===== src/rtl/seq_mult_param.sv =====
// seq_mult_param: iterative shift-add multiplier, STEP bits per cycle, signed/unsigned, optional early exit.
module seq_mult_param #(
    parameter int WIDTH      = 24,
    parameter int STEP       = 1,
    parameter int EARLY_EXIT = 1
) (
    input  logic                 clk,
    input  logic                 reset,
    input  logic                 start,
    input  logic                 is_signed,
    input  logic [WIDTH-1:0]     x,
    input  logic [WIDTH-1:0]     y,
    output logic                 busy,
    output logic [2*WIDTH-1:0]   p,
    output logic                 out_en
);
    localparam int N  = WIDTH / STEP;
    localparam int CW = $clog2(N + 1);

    typedef enum logic {IDLE, RUN} state_t;

    state_t               state, state_nx;
    logic [2*WIDTH-1:0]   mcand, acc, acc_nx, digit;
    logic [WIDTH-1:0]     mplier, x_abs, y_abs;
    logic [CW-1:0]        cnt;
    logic                 neg, finish;

    // operands are multiplied as magnitudes; the sign is reapplied at the end
    always_comb begin
        x_abs    = (is_signed && x[WIDTH-1]) ? -x : x;
        y_abs    = (is_signed && y[WIDTH-1]) ? -y : y;
        digit    = {{(2*WIDTH-STEP){1'b0}}, mplier[STEP-1:0]};
        acc_nx   = acc + mcand * digit;
        finish   = (cnt == CW'(1)) || ((EARLY_EXIT != 0) && ((mplier >> STEP) == '0));
        state_nx = (state == IDLE) ? (start ? RUN : IDLE) : (finish ? IDLE : RUN);
        busy     = (state == RUN);
    end

    always_ff @(posedge clk or negedge reset) begin
        if (!reset) begin
            state  <= IDLE;
            mcand  <= '0;
            mplier <= '0;
            acc    <= '0;
            neg    <= 1'b0;
            cnt    <= '0;
            p      <= '0;
            out_en <= 1'b0;
        end else begin
            state  <= state_nx;
            out_en <= 1'b0;
            if (state == IDLE) begin
                if (start) begin
                    mcand  <= {{WIDTH{1'b0}}, x_abs};
                    mplier <= y_abs;
                    acc    <= '0;
                    neg    <= is_signed & (x[WIDTH-1] ^ y[WIDTH-1]);
                    cnt    <= CW'(N);
                end
            end else begin
                acc    <= acc_nx;
                mcand  <= mcand << STEP;
                mplier <= mplier >> STEP;
                cnt    <= cnt - CW'(1);
                if (finish) begin
                    p      <= neg ? -acc_nx : acc_nx;
                    out_en <= 1'b1;
                end
            end
        end
    end
endmodule


===== config.mk =====
export PLATFORM = sky130hd
export DESIGN_NAME = seq_mult_param
export DESIGN_NICKNAME = d
export VERILOG_FILES = /design/src/rtl/seq_mult_param.sv
export SDC_FILE = /design/constraint.sdc
export NUM_CORES = 1
export LEC_CHECK = 0
export BUFFER_PORTS_ARGS = -buffer_cell sky130_fd_sc_hd__buf_2
export CAP_MARGIN = 5
export CORE_MARGIN = 1.5
export CORE_UTILIZATION = 55
export DETAILED_ROUTE_END_ITERATION = 16
export GPL_TIMING_DRIVEN = 0
export HOLD_SLACK_MARGIN = 0.12
export PLACE_DENSITY = 0.83
export SLEW_MARGIN = 30
export SYNTH_ARGS = -nofsm -noshare
export SYNTH_HDL_FRONTEND = slang
export SYNTH_SLANG_ARGS = --single-unit

===== constraint.sdc =====
create_clock -name clk -period 4.2 [get_ports clk]
set_clock_uncertainty 0.15 [all_clocks]
set_input_delay 0.63 -clock clk [delete_from_list [all_inputs] [get_ports clk]]
set_output_delay 0.63 -clock clk [all_outputs]
set_load 0.01 [all_outputs]

* Word-level counts from Yosys, hierarchy flattened *
Index checks and enable logic that the tools add are counted.

word-level totals
  input port bits = 52
  register bits after elaboration = 176
  word-level logic and storage cells = 41
  output and inout bits = 50

operators by class
  multipliers = 1
  equality and inequality tests = 1
  $add $sub $neg = 5
  reduce and logical (&&, ||, !) cells = 7
  mux-type cells = 16
  bitwise logic cells = 3

operators with widths
  operator                                             count
  two-way mux 48 bit                                   5
  two-way mux 24 bit                                   4
  adder 48 bit                                         1
  multiplier 48 x 1 -> 48 bit                          1
  negator 24 bit                                       2
  negator 48 bit                                       1
  logical NOT 24 bit                                   1
  two-way mux 5 bit                                    2
  equality test 5 x 1 -> 1 bit, second input constant  1
  two-way mux 1 bit                                    5
  subtractor 5 x 1 -> 5 bit, second input constant     1
  AND reduction 2 bit                                  2
  logical AND 1 bit                                    2
  nonzero test 2 bit                                   1
  AND 1 bit                                            1
  logical OR 1 bit                                     1
  NOT 1 bit                                            1
  bitwise XOR 1 bit                                    1

* Longest topological paths before layout *
  word-level depth = 4
  gate-level depth with buffers = 17
  mapped depth without buffers = 14

* Least setup slack after synthesis *
No wires, ideal clock.

  kind = flip-flop to flip-flop
  from = reg mplier[0]
  to = reg p[41]
  arrival = 4.274 ns
  path buffers = 3
  data required time = 3.918 ns
  clock period less this slack = 4.556 ns
  slack = -0.356 ns
  cell stages (with the launch flop) = 18
  library setup time = 0.132 ns
  path through = dfrtp_1 clkbuf_1 clkbuf_1 and2_1 ha_1 fa_1 a211oi_4 o211ai_2 a211oi_1 nor2_1 a311o_1 xor2_1 or3_1 or4_4 buf_6 o41ai_2 xor2_1 o21ai_1

on the way
  word-level cells in the longest chain between the ends = 4

ends and longest elaborated chain
  what                             RTL line  source
  from (decl)                      24        logic [WIDTH-1:0] mplier, x_abs, y_abs;
  from (signal assigned)           55        mplier <= y_abs;
  from (signal assigned)           63        mplier <= mplier >> STEP;
  multiplier 48 x 1 -> 48 bit (*)  33        acc_nx = acc + mcand * digit;
  adder 48 bit (*)                 33
  negator 48 bit                   66        p <= neg ? -acc_nx : acc_nx;
  two-way mux 48 bit (*)           66
  to (signal assigned)             66
  to (decl)                        14        output logic [2*WIDTH-1:0] p,

Mark *: on every way between the ends. The rest lies on a longest branch, timed or not.
A chain may end at the register's enable or synchronous reset.

* Worst setup path after layout *
  from = reg mplier[0]
  to = reg p[30]

The elaborated chain is that of the path after synthesis.

==> results.py <==
metrics = {
    "status": {
        "outcome": "finished, violations left",
        "violations": "negative setup slack",
    },
    "placed_design": {
        "dpl.hpwl_um": 28700,
        "finalWeightedCongestion": 0.909,
        "io_buffers": 100,
        "pre_cts_ws_ns": -1.26,
    },
    "clocking": {
        "clkSinkCount": 176,
        "htree_levels": 4,
        "path_clk_slew_ns": 0.08,
        "clock_path_buffers": 2,
        "cts_tree": "done",
        "insertion_delay_ns": 0.44,
        "cts-root-buf": "clkbuf_16",
        "numCtsBuffers": 17,
    },
    "sta": {
        "drv_slew": 0,
        "finalCritPeriodShare_pct": 117,
        "max_slew_margin_pct": 35.4,
        "setup_slack_ns": -0.712,
        "period_minus_slack_ns": 4.91,
        "tightestPinTransition_ns": 0.969,
        "hold_viol": 0,
        "max_freq_mhz": 204,
        "rsz0062_at_grt": "yes",
        "fin_tns_setup_ns": -16.97,
        "setup_viol": 32,
    },
    "finish": {
        "antenna_cells": 0,
        "area_delta_synth_final_pct": 23.7,
        "postLayoutCoreUtil_pct": 68.8,
        "nFillCells": 1787,
        "layout-drive-gt1-share_pct": 19.7,
        "nets": 1830,
    },
    "detailed_routing": {
        "dr.pass1.iters": 6,
        "dr_total_vias": 12434,
        "vias_per_cell": 6.15,
        "drt_iter0_markers": 1096,
        "routedWlPerCell_um": 19.4,
        "route.antenna.remaining_nets": 0,
        "drc_errors": 0,
        "drt-total-wl_um": 39200,
    },
    "power_and_ir_drop": {
        "p_leak_nw": 6.81,
        "peakVddDrop_mv": 0.299,
        "fin_total_pwr_mw": 10.8,
        "power_density_nw_per_um2": 697,
    },
    "synth": {
        "syn_inst": 1537,
        "ys_ff_latch": 176,
        "synth-async-reset-ratio_pct": 100,
        "yosysTopAreaCell": "dfrtp_1",
        "yosys.area.top_type_share_pct": 35.2,
        "synthTopCellsByArea": "dfrtp_1 35%, o21ai_0 9.0%, nand2_1 8.6%",
        "ys.flop_type": "dfrtp_1",
        "ys_seq_area_share_pct": 35.2,
        "synth.cell_area_sq_um": 12500,
        "yosys_warnings": 0,
        "syn-num-nets": 1642,
        "yosysUniqueCellTypes": 80,
        "synth_enable_flop_cells": 0,
        "syn_area_per_cell_sq_um": 8.15,
    },
    "floorplan": {
        "dieArea_sq_um": 23700,
        "die_h_um": 154,
        "core_region_area_sq_um": 22500,
        "core.rowCount": 55,
        "die_w_um": 154,
        "pin_count": 102,
        "start_util_pct": 55.7,
    },
    "grt": {
        "grt_usage_pct": 33.1,
        "antenna_found_initial": 0,
        "grt_pass1_vias": 11904,
        "overflow": 0,
        "grt_pass1_wl_um": 62200,
        "grt_start_max_net_pins": 89,
    },
    "run": {
        "drv_cap": 0,
    },
    "critical_path": {
        "crit_type": "register to register",
        "arrival_ns": 5.08,
        "cp_data_required_time_ns": 4.36,
        "crit_path_start_kind": "register",
        "path_max_fanout": 7,
        "cp-end-kind": "register",
    },
    "worst_hold_path": {
        "hp-class": "register to register",
    },
}
kinds of logic after synthesis:
family	after synthesis	synth area share, %
simple gates	579	22.0
compound gates	486	24.4
flops	176	35.2
xor+xnor	117	8.18
buf+inv	109	3.49
fa+ha+maj	53	5.35
mux	17	1.38
final timing paths:
path                       cells past startpoint  slack, ns       from  endpoint
max in group asynchronous                      3       2.69      reset   acc[18]
max                                           21      -0.71  mplier[0]     p[30]
min in group asynchronous                      2       0.48      reset     p[39]
max reg2reg                                   21      -0.71  mplier[0]     p[30]
min                                            2       0.32       p[6]      p[6]
min reg2reg                                    2       0.32       p[6]      p[6]
placed cells by master, fill, tap and decap left out, types with 11 or more instances in the layout:
cell | Yosys | layout
dfrtp_1 | 176 | 175
a22o_1 | 35 | 35
xnor2_1 | 41 | 37
o21ai_1 | 16 | 36
o21ai_0 | 225 | 192
nor2_1 | 83 | 81
buf_2 | 10 | 108
a21o_1 | 15 | 15
clkbuf_1 | 71 | 64
clkbuf_16 | 0 | 18
nor3_1 | 23 | 20
o21ai_2 | 0 | 11
nand3_1 | 26 | 23
a211oi_1 | 14 | 11
inv_1 | 20 | 20
nand2_1 | 287 | 283
mux2i_1 | 15 | 15
nand4_1 | 15 | 15
nor4_1 | 13 | 12
or3_1 | 19 | 15
buf_4 | 0 | 49
buf_6 | 2 | 17
a21oi_1 | 76 | 72
and2_1 | 55 | 54
ha_1 | 52 | 48
xor2_1 | 76 | 70
registers in the layout, indices dropped and copies added (netlist names):
name    flops
mplier     24
busy        1
mcand      48
cnt         5
p          48
out_en      1
acc        48
neg         1
cells in the mapped netlist, drive strengths merged, types with 4 or more instances:
master   number
nor4         14
a211o         4
a22o         35
clkbuf       71
nor3b         4
a2111oi       6
a211oi       16
inv          20
a21oi        79
a31oi         7
o41ai        16
xor2         76
buf          18
or3          19
o21a          8
and4          5
nor3         26
dfrtp       176
a21o         15
ha           52
nand2       287
a311oi        5
or2           4
o21ai       241
nand3        26
nor2b         7
nor2         83
and2         55
mux2i        15
o22ai         6
nand2b       10
or4           6
xnor2        41
o211ai        8
nand4        17
o31ai        16
metal layers:
layer  GRT usage, %  share of wire, %  vias up
li1               -                 -     5880
met1           46.5                45     6025
met2           53.4                47      468
met5              0                 0        -
met3           4.20               6.1       61
met4           10.4               1.9        0
power by group:
group | internal [mW] | switching (mW) | total (mW)
clock | 0.809 | 0.833 | 1.64
sequential | 2.39 | 0.504 | 2.90
combinational | 2.45 | 3.80 | 6.25
stage by stage:
| step | cells | hold WS (ns) | cell area (sq um) |
|---|---|---|---|
| after CTS | 2001 | 0.330 | 15000 |
| after global placement | 1922 | 0.307 | 13500 |
| after floorplan | 1537 | 0.184 | 12600 |
| after detailed placement | 1924 | 0.315 | 13600 |
| final | 2023 | 0.325 | 15500 |
| after global routing | 2023 | 0.347 | 15500 |
cell type report:
cell class / instances / area [sq um] / area share (%)
clock inverters: 15 / 185 / 1.20
flip-flops and latches: 176 / 4410 / 28.4
repair buffers: 172 / 1210 / 7.82
well taps: 285 / 357 / 2.30
clock buffers: 17 / 425 / 2.75
inverters: 20 / 75.1 / 0.485
plain buffers: 86 / 398 / 2.57
multi-input cells: 1252 / 8440 / 54.4
worst max-delay path, stage by stage (launching register included):
cell,delay (ns)
dfrtp_2,0.45
buf_8,0.14
clkbuf_16,0.13
and2_4,0.16
ha_4,0.16
fa_2,0.37
a211oi_4,0.35
o211ai_2,0.16
a211o_1,0.32
a21o_1,0.19
a221o_2,0.38
buf_4,0.16
buf_12,0.12
xor2_4,0.16
nor4_4,0.15
buf_4,0.20
buf_4,0.14
nand4_4,0.19
buf_4,0.23
o31ai_4,0.19
xor2_1,0.20
o21ai_1,0.08
what timing repair did:
action | in CTS | in global routing
setup buffers | 44 | 25
pin swaps | 59 | 48
hold buffers | 1 | 0
cloned | 1 | 0
setup endpoints to repair | 33 | 43
endpoints found under the hold margin | 27 | 0
resized for setup | 98 | 70
Note: power is estimated with default switching activity, not from simulation.
